--- src/rtl/rtc_counter_pkg.sv ---
// Shared field limits and types for the real-time-clock counter.
package rtc_counter_pkg;

  localparam int FIELD_W = 6;

  typedef logic [FIELD_W-1:0] field_t;

  localparam field_t SEC_MAX  = 6'd59;
  localparam field_t MIN_MAX  = 6'd59;
  localparam field_t HOUR_MAX = 6'd23;

  typedef struct packed {
    field_t hour;
    field_t min;
    field_t second;
  } rtc_time_t;

endpackage

--- src/rtl/rtc_counter_tick_gen.sv ---
// One-second prescaler: counts 0..TICK_DIV-1 while enabled, ticks on the last count.
module tick_gen #(
  parameter int unsigned TICK_DIV = 50000000
) (
  input  logic clk,
  input  logic rst,
  input  logic en,
  input  logic clr,
  output logic tick
);

  localparam int CNT_W = $clog2(TICK_DIV);
  localparam logic [CNT_W-1:0] CNT_LAST = CNT_W'(TICK_DIV - 1);

  logic [CNT_W-1:0] cnt;

  always_ff @(posedge clk) begin
    if (rst) begin
      cnt <= '0;
    end else if (clr) begin
      cnt <= '0;
    end else if (en) begin
      if (cnt == CNT_LAST) cnt <= '0;
      else                 cnt <= cnt + 1'b1;
    end
  end

  assign tick = en && (cnt == CNT_LAST);

endmodule

--- src/rtl/rtc_counter.sv ---
// Hours/minutes/seconds time-of-day counter with preset load and manual adjust.
module rtc_counter
  import rtc_counter_pkg::*;
#(
  parameter int unsigned TICK_DIV = 50000000
) (
  input  logic               clk,
  input  logic               rst,
  input  logic               en,
  input  logic               load,
  input  logic [FIELD_W-1:0] load_hour,
  input  logic [FIELD_W-1:0] load_min,
  input  logic [FIELD_W-1:0] load_second,
  input  logic               inc_hour,
  input  logic               inc_min,
  output logic [FIELD_W-1:0] hour,
  output logic [FIELD_W-1:0] min,
  output logic [FIELD_W-1:0] second,
  output logic               sec_pulse,
  output logic               min_pulse,
  output logic               day_pulse,
  output logic               load_err
);

  function automatic field_t wrap_inc(input field_t v, input field_t max_v);
    return (v == max_v) ? '0 : field_t'(v + 1'b1);
  endfunction

  logic tick;
  logic load_ok;
  logic load_clr;

  assign load_ok  = (load_hour <= HOUR_MAX) && (load_min <= MIN_MAX) &&
                    (load_second <= SEC_MAX);
  assign load_clr = load && load_ok;

  tick_gen #(
    .TICK_DIV(TICK_DIV)
  ) u_tick_gen (
    .clk (clk),
    .rst (rst),
    .en  (en),
    .clr (load_clr),
    .tick(tick)
  );

  // A tick that lands on a load or manual-adjust cycle is dropped, not deferred.
  always_ff @(posedge clk) begin
    if (rst) begin
      hour      <= '0;
      min       <= '0;
      second    <= '0;
      sec_pulse <= 1'b0;
      min_pulse <= 1'b0;
      day_pulse <= 1'b0;
      load_err  <= 1'b0;
    end else begin
      sec_pulse <= 1'b0;
      min_pulse <= 1'b0;
      day_pulse <= 1'b0;
      load_err  <= 1'b0;
      if (load) begin
        if (load_ok) begin
          hour   <= load_hour;
          min    <= load_min;
          second <= load_second;
        end else begin
          load_err <= 1'b1;
        end
      end else if (inc_hour || inc_min) begin
        if (inc_hour) hour <= wrap_inc(hour, HOUR_MAX);
        if (inc_min)  min  <= wrap_inc(min, MIN_MAX);
      end else if (tick) begin
        second    <= wrap_inc(second, SEC_MAX);
        sec_pulse <= 1'b1;
        if (second == SEC_MAX) begin
          min       <= wrap_inc(min, MIN_MAX);
          min_pulse <= 1'b1;
          if (min == MIN_MAX) begin
            hour <= wrap_inc(hour, HOUR_MAX);
            if (hour == HOUR_MAX) day_pulse <= 1'b1;
          end
        end
      end
    end
  end

endmodule

--- config.mk ---
export PLATFORM = sky130hd
export DESIGN_NAME = rtc_counter
export DESIGN_NICKNAME = d
export VERILOG_FILES = /design/src/rtl/rtc_counter_pkg.sv /design/src/rtl/rtc_counter_tick_gen.sv /design/src/rtl/rtc_counter.sv
export SDC_FILE = /design/constraint.sdc
export NUM_CORES = 1
export LEC_CHECK = 0
export ABC_CLOCK_PERIOD_IN_PS = 2800
export CELL_PAD_IN_SITES_DETAIL_PLACEMENT = 0
export CELL_PAD_IN_SITES_GLOBAL_PLACEMENT = 1
export CORE_UTILIZATION = 39
export DETAILED_ROUTE_END_ITERATION = 12
export HOLD_SLACK_MARGIN = 0.06
export PLACE_DENSITY_LB_ADDON = 0.1
export SYNTH_ARGS = -nofsm -noshare
export SYNTH_HDL_FRONTEND = slang
export SYNTH_SLANG_ARGS = --single-unit
--- constraint.sdc ---
create_clock -name clk -period 2.8 [get_ports clk]
set_clock_uncertainty 0.2 [all_clocks]
set_input_delay 0.56 -clock clk [delete_from_list [all_inputs] [get_ports clk]]
set_output_delay 0.56 -clock clk [all_outputs]
set_load 0.02 [all_outputs]
==> impl_metrics.csv, run 1 <==
group,metric,value,unit
status,status,"completed",
clocking,cts_tree,"done",
critical_path,reg2regPathDepth,5,
clocking,clkTransAtPathRegs,90,ps
drt,routed_wirelength,7000,µm
critical_path,reg2reg_slack,520,ps
final_layout,drive_above_1_share,0.0959,
global_route,grt_max_degree,29,
clocking,clk_latency,310,ps
global_route,grt-ovfl-total,0,
synthesis,ys_warn_count,0,
critical_path,crit_required,2800,ps
clocking,cts_hold_repair.buffers,0,
synthesis,synthArstFlopShare,0,
timing,setup-tns-final,0,ps
clocking,cts_num_sinks,48,
run,max_cap_violations,0,
timing,rsz0062_at_grt,"false",
critical_path,start_kind,"input pin",
clocking,cts_setup_buffers,0,
drt,wire_per_inst,14.5,µm
placed_design,dp_hpwl,5190,µm
floorplanning,fp-row-count,30,
clocking,cts-root-buf,"clkbuf_8",
critical_path,endpoint_kind,"register",
floorplanning,die-area,7340,µm²
floorplanning,die_w,85.7,µm
timing,period_minus_slack,2370,ps
timing,period_share,0.847,
floorplanning,core,6790,µm²
timing,setup_slack,428,ps
drt,viasPerCell,5.43,
drt,drc,0,
critical_path,r2r-start,"u_tick_gen.cnt[20]",
timing,hold_slack,312,ps
final_layout,area_growth,26.1,%
hold_path,holdCritStartpoint,"hour[1]",
floorplanning,initial_utilization,0.402,
drt,vias,2616,
final_layout,diodes,0,
placed_design,numPortBuffers,45,
floorplanning,die_height,85.7,µm
timing,setup_violations,0,
timing,drv_slew,0,
clocking,cts_made_buffers,5,
final_layout,regArea,961,µm²
drt,drt-initial-drc-count,138,
synthesis,syn_nets,361,
synthesis,synth_area_leaders,"dfxtp_1 35%, nor2_1 6.2%, nand2_1 4.8%",
critical_path,worstSetupPathType,"input pin to register",
synthesis,syn_area,2730,µm²
global_route,grt_antenna_before_repair,0,
critical_path,r2r-end,"second[0]",
synthesis,netlist-cell-type-count,64,
drt,first_pass_iters,4,
synthesis,synth_seq_cells,48,
timing,slew_headroom,0.697,
critical_path,cp_cell_sequence,"clkdlybuf4s50_1 -> inv_1 -> or4_1 -> buf_4 -> a221oi_1 -> nor3_1",
placed_design,place_area,3360,µm²
placed_design,place_ws,109,ps
critical_path,critPathMaxStageDelay,620,ps
synthesis,syn_avg_cell_area,8.19,µm²
timing,finalHoldViolations,0,
critical_path,cp-endpoint,"second[1]",
final_layout,layout.nets,414,
floorplanning,ios,46,
global_route,first_global_vias,2488,
critical_path,critPathSlowestCell,"or4_1",
pwr,power.density,400,nW/µm²
synthesis,synthTopCellsByCount,"48 x dfxtp_1, 45 x nor2_1, 35 x nand2_1",
pwr,irDropWorstVdd,0.000262,V
clocking,cts_buffer_depth,2,
pwr,p_leak,0.00122,µW
final_layout,stdcell_area,3440,µm²
final_layout,num-fill-cells,699,
synthesis,syn_inst,333,
global_route,grt_first_pass_wirelength,11700,µm
timing,max_freq,0.422,GHz
drt,ant_nets,0,
final_layout,multi_input_area,1660,µm²
global_route,grt_use_total,0.195,
clocking,ctsResizeCount,0,
critical_path,startpoint,"load",
placed_design,gp_congestion,0.821,
timing,worstMarginPinSlew,450,ps
synthesis,synth_edf_count,0,
synthesis,synth_top_cell_by_area,"dfxtp_1",
critical_path,critical_path.max_fanout,7,
synthesis,ys.flop_type,"dfxtp_1",
synthesis,yosysMostFrequentCell,"dfxtp_1",
synthesis,synth_top_area_frac,0.352,
clocking,htree_levels,2,
hold_path,hp-class,"register to register",
synthesis,seq_area_frac_synth,0.352,
critical_path,arrival,2370,ps
state kept, by name (all words and copies together), names as in the netlist:
signal,count
hour,6
u_tick_gen.cnt,26
load_err,1
sec_pulse,1
second,6
day_pulse,1
min,6
min_pulse,1
report_power, final:
| group | internal [µW] | switching [µW] | total, µW |
|---|---|---|---|
| sequential | 702 | 27.7 | 730 |
| combinational | 118 | 117 | 235 |
| clock | 170 | 243 | 413 |
| total | 990 | 388 | 1380 |
metal layers:
layer / up-vias / share of wire / track usage / wire length (µm)
li1: 1329 / - / - / -
met1: 1225 / 0.49 / 0.255 / 3440
met2: 52 / 0.46 / 0.331 / 3190
met3: 10 / 0.041 / 0.0346 / 288
met4: 0 / 0.012 / 0.0545 / 83
met5: - / 0 / 0 / 0
layout by cell type, fill, tap and decap left out, drive strengths merged, types with 2 or more instances in the layout:
cell           instances
buf                   16
xnor2                 13
o221ai                 2
nand4                 14
and4                   7
mux2                   2
a21oi                 12
nor2b                  4
nor2                  46
nand4b                 2
nor3                  19
o31ai                  6
a21o                   2
a221oi                 2
nand3                 12
clkinv                 2
o211ai                 2
ha                     4
dfxtp                 48
mux2i                  2
inv                    6
nand2                 35
o32ai                  4
a22oi                  3
a31oi                  2
nand2b                 2
or3                    4
nor3b                  4
and3                  10
clkbuf                 5
clkdlybuf4s50         45
o21a                   2
o21ai                 10
or4                    2
nor4                   6
xor2                  13
metrics by stage:
stage	instances	util	total power [µW]
3_5_place_dp	475	0.494	980
3_3_place_gp	475	0.494	981
2_1_floorplan	333	-	868
4_1_cts	482	0.506	1390
6_report	482	0.506	1380
5_1_grt	482	0.506	1450
worst max-delay path, delay by kind of cell:
family / cells / cell delay [ps]
AO/OA/AOI/OAI: 1 / 240
buffers and inverters: 3 / 870
AND/OR/NAND/NOR: 2 / 690
worst min path at each step:
stage	endpoint	slack (ps)	depth (start not counted)
floorplan	u_tick_gen.cnt[23]	280	2
detailed placement	hour[1]	300	2
finish	hour[1]	310	2
global placement	hour[1]	290	2
global route	hour[1]	350	2
CTS	hour[1]	310	2
final cells by class:
type | count | share of cell area
inverters | 7 | 0.00764
multi-input cells | 263 | 0.481
clock buffers | 5 | 0.0200
well taps | 96 | 0.0349
clock inverters | 2 | 0.00364
repair buffers | 61 | 0.173
flip-flops and latches | 48 | 0.279
cell families after synthesis:
family / synth area share
buffers and inverters: 0.0408
AO/OA/AOI/OAI: 0.149
flip-flops: 0.352
multiplexers: 0.0170
XOR/XNOR: 0.0834
AND/OR/NAND/NOR: 0.340
adder cells (fa/ha/maj): 0.0183
Note: power is estimated with default switching activity, not from simulation.
==> run 2: changes to the inputs <==
- ABC_CLOCK_PERIOD_IN_PS: 2800 -> 2400
- clock period: 2.8 -> 2.4 ns (I/O delays scaled with it)
==> impl_metrics.csv, run 2 (synthesis gave the netlist of run 1 again) <==
group,metric,value,unit
drt,drc,0,
final_layout,final_cell_mix,"48 x dfxtp_1, 45 x nor2_1, 45 x clkdlybuf4s50_1",
critical_path,start_kind,"input pin",
placed_design,numPortBuffers,45,
floorplanning,die_w,85.7,µm
clocking,clk_latency,310,ps
critical_path,endpoint_kind,"register",
timing,drv_slew,0,
final_layout,area_growth,33.1,%
critical_path,path_buf_inv,2,
critical_path,critPathMaxStageDelay,580,ps
placed_design,place_inst,501,
timing,worstMarginPinSlew,418,ps
timing,max_freq,0.441,GHz
final_layout,diodes,0,
global_route,first_global_vias,2545,
drt,viasPerCell,5.38,
pwr,p_sw_frac,0.282,
timing,setup_violations,0,
hold_path,hp-class,"register to register",
drt,routed_wirelength,7200,µm
timing,setup_slack,135,ps
final_layout,final_common_cell,"dfxtp_1",
clocking,cts_setup_buffers,0,
status,status,"completed",
pwr,irDropWorstVdd,0.000199,V
run,max_cap_violations,0,
critical_path,path_delay_family,"simple AND/OR/NAND/NOR gates",
pwr,p_sw,466,µW
placed_design,place_ws,-173,ps
floorplanning,die_height,85.7,µm
clocking,clkTransAtPathRegs,100,ps
floorplanning,fp-row-count,30,
final_layout,largest_reg_flops,26,
floorplanning,core,6790,µm²
timing,setup-tns-final,0,ps
timing,slew_headroom,0.717,
clocking,cts-root-buf,"clkbuf_8",
critical_path,worstSetupPathType,"input pin to register",
clocking,cts_tree,"done",
critical_path,critical_path.max_fanout,6,
final_layout,layout.nets,440,
global_route,grt_antenna_before_repair,0,
global_route,grt-ovfl-total,0,
floorplanning,initial_utilization,0.402,
placed_design,dp_hpwl,5420,µm
pwr,p_clk_frac,0.305,
drt,drt-initial-drc-count,122,
final_layout,largest_register,"u_tick_gen.cnt",
global_route,grt_first_pass_wirelength,11900,µm
critical_path,cp_cell_sequence,"clkdlybuf4s50_1 -> and4_1 -> or4_1 -> buf_4 -> a221oi_1 -> nor3_1",
clocking,cts_made_buffers,5,
drt,wire_per_inst,14.2,µm
drt,ant_nets,0,
critical_path,crit_required,2400,ps
timing,finalHoldViolations,0,
timing,rsz0062_at_grt,"false",
pwr,intPower,1190,µW
clocking,cts_buffer_depth,2,
final_layout,drive_above_1_share,0.155,
drt,first_pass_iters,4,
pwr,p_leak,0.00135,µW
global_route,grt_max_degree,29,
timing,period_minus_slack,2270,ps
pwr,sequentialPowerShare,0.515,
critical_path,critPathSlowestCell,"or4_1",
clocking,cts_hold_repair.buffers,0,
pwr,share_comb_of_total_power,0.180,
floorplanning,die-area,7340,µm²
critical_path,arrival,2260,ps
final_layout,instances_no_fill,509,
timing,period_share,0.944,
pwr,power.density,455,nW/µm²
final_layout,post-route-util,0.535,
global_route,grt_use_total,0.204,
placed_design,gp_congestion,0.799,
drt,vias,2739,
clocking,ctsResizeCount,0,
floorplanning,ios,46,
clocking,cts_num_sinks,48,
clocking,htree_levels,2,
==> run 2: area by class of cell <==
type / count / area (µm²)
Multi-Input combinational cell: 263 / 1660
Tap cell: 96 / 120
Fill cell: 658 / 3160
Inverter: 7 / 26.3
Clock buffer: 5 / 68.8
Sequential cell: 48 / 961
Clock inverter: 3 / 22.5
Timing Repair Buffer: 87 / 778
==> run 2: power groups by stage <==
stage,sequential [µW],clock [µW],combinational [µW]
6_report,851,503,298
5_1_grt,855,555,325
4_1_cts,850,526,299
3_5_place_dp,869,0,297
3_3_place_gp,869,0,297
2_1_floorplan,885,0,127
==> run 2: stage by stage <==
stage / area [µm²] / total power [µW] / hold slack, ps
floorplan: 2730 / 1010 / 278
global route: 3630 / 1730 / 352
finish: 3630 / 1650 / 309
detailed placement: 3540 / 1170 / 298
global placement: 3540 / 1170 / 285
CTS: 3630 / 1670 / 312
==> run 2: routing by layer <==
layer | wire, µm | up-vias | global-route usage
li1 | - | 1369 | -
met1 | 3380 | 1292 | 0.259
met2 | 3430 | 71 | 0.354
met3 | 314 | 7 | 0.0366
met4 | 76 | 0 | 0.0576
met5 | 0 | - | 0
==> run 2: final timing paths <==
| kind | startpoint | end | slack, ps | depth (start not counted) |
|---|---|---|---|---|
| min | hour[1] | hour[1] | 310 | 2 |
| max | load_second[2] | second[1] | 130 | 6 |
| max reg2reg | u_tick_gen.cnt[20] | second[0] | 170 | 5 |
| min reg2reg | hour[1] | hour[1] | 310 | 2 |
==> run 2: worst reg2reg max path, stage by stage, from the launching register on <==
cell,delay [ps]
dfxtp_1,380
nor4bb_1,440
and4_2,390
nand4_1,250
a222oi_1,380
a311oi_1,80
==> edit 1, RTL diff (settings of run 1) <==
Reset style: asynchronous (`rst`), changed in 2 clocked blocks.
--- a/src/rtl/rtc_counter_tick_gen.sv
+++ b/src/rtl/rtc_counter_tick_gen.sv
@@ -16,3 +16,3 @@
 
-  always_ff @(posedge clk) begin
+  always_ff @(posedge clk or posedge rst) begin
     if (rst) begin
--- a/src/rtl/rtc_counter.sv
+++ b/src/rtl/rtc_counter.sv
@@ -47,3 +47,3 @@
   // A tick that lands on a load or manual-adjust cycle is dropped, not deferred.
-  always_ff @(posedge clk) begin
+  always_ff @(posedge clk or posedge rst) begin
     if (rst) begin
Function: differs if rst is asserted again (counterexample within 4 cycles, from zero or initial values and one cycle with rst high); with rst held inactive, the same outputs for 10 cycles.
==> edit 1 against run 1 <==
Synthesized area grew 3.6%. Register-to-register slack lost 290 ps. Worst setup slack lost 200 ps. Routed wire length rose by 3.7%. Critical endpoint is now u_tick_gen.cnt[5]. Critical path type is now reg2reg. Sequential cell count stayed put. Design area is 4.8% higher.
Power is not compared: it rests on default switching activity, and its combinational part moved more than twofold at a synthesized area within 25%.
==> edit 1: results <==
metrics = {
    "place": {
        "numPortBuffers": 45,
        "placedCellCount": 458,
        "gp_congestion": 0.795,
        "preCtsSetupSlack_ps": 33.4,
        "placed_area_um2": 3500,
        "place_hpwl_um": 5490,
    },
    "grt": {
        "grtUsageTotal_pct": 21.3,
        "antenna_found_initial": 0,
        "grt_start_max_net_pins": 27,
        "grt_pass1_wl_um": 12600,
        "first_global_vias": 2601,
    },
    "critical_path": {
        "critPathMaxFanout": 14,
        "rrSetupSlack_ps": 230,
        "arrival_ps": 2580,
    },
    "power": {
        "cellLeakagePower_uw": 0.00146,
        "vdd_drop_max_mv": 0.210,
    },
    "synthesis": {
        "ys_seq_area_share_pct": 42.5,
        "syn-num-nets": 335,
        "ys_top_cells_by_area": "dfrtp_1 (42%), xnor2_1 (4.6%), nand3_1 (3.7%)",
        "synthTopCellsByCount": "dfrtp_1 (48), nor2_1 (28), nand2_1 (25), nand3_1 (21)",
        "synth_cell_type_count": 53,
        "synthArstFlopShare_pct": 100,
        "synthCells": 307,
        "synth_warnings": 0,
        "synth.most_common_cell": "dfrtp_1",
    },
    "routing": {
        "routedWlPerCell_um": 15.6,
        "drtIter0Drc": 114,
        "num_vias": 2603,
        "drtPass1Iterations": 5,
    },
    "clock_network": {
        "clk_pin_slew_ps": 90,
        "post_cts_buffers": 0,
        "clockBufferDepth": 2,
        "htree_num_levels": 2,
        "cts_root_buf": "clkbuf_8",
        "clock_latency_ps": 310,
        "numCtsBuffers": 5,
        "post_cts_resize_count": 0,
    },
    "layout": {
        "final_cell_count_no_fill": 466,
        "nNetsFinal": 397,
        "antenna_cells": 0,
        "drive_gt1_share_pct": 12.7,
        "top_register": "u_tick_gen.cnt",
        "largest_register_ffs": 26,
    },
    "run_status": {
        "outcome": "complete, no violations",
    },
    "timing": {
        "fin_crit_sh_pct": 91.9,
        "drv_slew": 0,
        "whs_ps": 296,
        "tightest_slew_ps": 781,
    },
    "hold_path": {
        "hold_path_class": "reg2reg",
    },
}
edit 1: cell count changes after synthesis, sizes merged, moves of 9 or more:
cell   change
nand2     -10
nor4      +11
dfrtp     +48
nand3      +9
xor2      -10
dfxtp     -48
nor2      -18
edit 1: critical path, cell delays in order (launching register included):
cell	delay [ps]
dfrtp_1	440
or4_4	590
or4_4	550
o211a_4	320
a21o_2	200
a22o_1	170
edit 1: logic make-up after synthesis:
logic type      after synthesis  share of synthesized area [%]
compound gates               63                           15.8
xor+xnor                     18                           5.58
fa+ha+maj                     4                           1.77
buf+inv                      21                           3.05
flops                        48                           42.5
mux                           8                           3.14
simple gates                145                           28.2
edit 1: routing by layer:
metal	global-route usage [%]	vias up	wire, µm
met4	4.17	0	82
li1	-	1286	-
met1	28.7	1251	3470
met3	4.27	10	295
met2	35.7	56	3420
met5	0	-	0
edit 1: final timing paths:
| path | start | to | depth (start not counted) |
|---|---|---|---|
| setup / recovery | u_tick_gen.cnt[9] | u_tick_gen.cnt[5] | 5 |
| hold / removal | u_tick_gen.cnt[25] | u_tick_gen.cnt[25] | 1 |
| setup reg to reg | u_tick_gen.cnt[9] | u_tick_gen.cnt[5] | 5 |
| hold reg to reg | u_tick_gen.cnt[25] | u_tick_gen.cnt[25] | 1 |
| max in group asynchronous | rst | hour[3] | 3 |
| min in group asynchronous | rst | second[2] | 2 |
edit 1: cell type report:
class,count,area (µm²)
clock buffers,6,72.6
inverters,12,45.0
multi-input cells,238,1540
fillers,672,3300
flip-flops and latches,48,1200
clock inverters,2,35.0
repair buffers,64,593
well taps,96,120
edit 1: power breakdown:
part / switching [µW] / total (µW) / internal (µW)
Sequential: 144 / 944 / 800
Clock: 246 / 512 / 266
Combinational: 349 / 704 / 355
Total: 739 / 2160 / 1420
==> edit 2, RTL diff (settings of run 1) <==
Made on the original files. `TICK_DIV` is set to 50000000 in 2 places; all go to 200000000.
--- a/src/rtl/rtc_counter_tick_gen.sv
+++ b/src/rtl/rtc_counter_tick_gen.sv
@@ -2,3 +2,3 @@
 module tick_gen #(
-  parameter int unsigned TICK_DIV = 50000000
+  parameter int unsigned TICK_DIV = 200000000
 ) (
--- a/src/rtl/rtc_counter.sv
+++ b/src/rtl/rtc_counter.sv
@@ -4,3 +4,3 @@
 #(
-  parameter int unsigned TICK_DIV = 50000000
+  parameter int unsigned TICK_DIV = 200000000
 ) (
Function: no difference found for any inputs over 10 cycles, from zero or initial values and one cycle with rst high; that may be too few to reach the edited logic, so the function may still have changed.
==> edit 2 against run 1 <==
Count of clock-buffer cells in the layout unchanged. Sequential cell count up 2. Die area down 0.94%. Worst hold slack worse by 16 ps. Register-to-register slack worse by 290 ps. Largest cell class unchanged. Worst setup slack worse by 280 ps. Design area up 0.87%. Power up 4.4%. Synthesized area down 0.96%. Cell count down 3.1%. Synthesized cell count down 1.5%. Routed wire length down 0.80%.
==> edit 2: results <==
metrics = {
    "run_status": {
        "outcome": "complete, no violations",
    },
    "hold_path": {
        "hold_path_class": "reg2reg",
    },
    "synthesis": {
        "ys_seq_area_share_pct": 37.0,
        "synthTopCellsByCount": "dfxtp_1 (50), nor2_1 (43), nand2_1 (22), nand3_1 (22), a21oi_1 (15)",
        "ys_top_cells_by_area": "dfxtp_1 (37%), nor2_1 (6.0%), xnor2_1 (4.5%)",
        "synth_cell_type_count": 53,
        "synthArstFlopShare_pct": 0,
        "synth_warnings": 0,
        "synthCells": 328,
        "syn-num-nets": 356,
    },
    "routing": {
        "drtIter0Drc": 106,
        "final_antenna_net_count": 0,
        "vias_per_cell": 5.59,
        "routedWlPerCell_um": 14.9,
    },
    "place": {
        "place_hpwl_um": 5210,
        "gp_congestion": 0.795,
        "placedCellCount": 459,
    },
    "grt": {
        "grtUsageTotal_pct": 19.9,
        "grt_pass1_wl_um": 11600,
        "grt_start_max_net_pins": 29,
        "first_global_vias": 2449,
    },
    "critical_path": {
        "arrival_ps": 2630,
        "slowest_delay_ps": 560,
        "critPathMaxFanout": 6,
        "slowest_stage": "or4_4",
        "crit_family": "simple AND/OR/NAND/NOR gates",
    },
    "layout": {
        "largest_register_ffs": 28,
        "drive_gt1_share_pct": 11.5,
        "final_cell_count_no_fill": 467,
        "nNetsFinal": 417,
        "n_fill_cell": 636,
    },
    "timing": {
        "max-slew-margin-rel_pct": 47.3,
    },
    "power": {
        "cellLeakagePower_uw": 0.00116,
        "vdd_drop_max_mv": 0.210,
    },
    "clock_network": {
        "cts_root_buf": "clkbuf_8",
        "post_cts_resize_count": 0,
    },
}
[edit 2: cell families (layout without fill, tap and decap cells)]
group | after synthesis | after routing | share of synthesized area [%]
adder cells (fa/ha/maj) | 4 | 4 | 1.85
AO/OA/AOI/OAI | 64 | 64 | 17.5
XOR/XNOR | 27 | 27 | 8.75
flip-flops | 50 | 50 | 37.0
multiplexers | 2 | 2 | 0.741
AND/OR/NAND/NOR | 156 | 156 | 30.5
buffers and inverters | 25 | 87 | 3.66
[edit 2: tightest hold or removal path: cells and delay by family, from the launching register on]
kind / cells / cell delay, ps
flops: 1 / 330
compound gates: 2 / 120
[edit 2: power breakdown]
group,total [µW],switching [µW],internal (µW)
Sequential,763,30.3,733
Clock,428,252,176
Combinational,248,123,125
[edit 2: stage by stage]
stage	total power (µW)	area (µm²)	setup TNS [ps]	hold slack, ps	worst slack (ps)
4_1_cts	1460	3470	0	293	144
3_5_place_dp	1030	3380	-1070	279	-202
2_1_floorplan	906	2700	0	247	261
3_3_place_gp	1030	3380	-908	267	-128
5_1_grt	1510	3470	0	320	51.9
6_report	1440	3470	0	296	146
[edit 2: routing by layer]
layer | track usage [%] | part of all wire [%]
met5 | 0 | 0
met4 | 6.47 | 1.1
met3 | 3.31 | 4.0
met2 | 33.8 | 47
met1 | 25.7 | 48
[edit 2: path summary, 6_finish.rpt]
check / startpoint / to / slack (ps) / cells past startpoint
worst max-delay path: en / second[0] / 150 / 6
worst max register to register: u_tick_gen.cnt[0] / second[0] / 230 / 6
worst min-delay path: u_tick_gen.cnt[25] / u_tick_gen.cnt[25] / 300 / 2
worst min register to register: u_tick_gen.cnt[25] / u_tick_gen.cnt[25] / 300 / 2
[edit 2: final cells by class]
cell class	instances	share of cell area (%)
clock inverter	3	0.613
inverter	10	1.08
clock buffer	5	1.98
tap	77	2.78
multi-input combinational	253	46.2
timing repair buffer	69	18.5
sequential	50	28.8
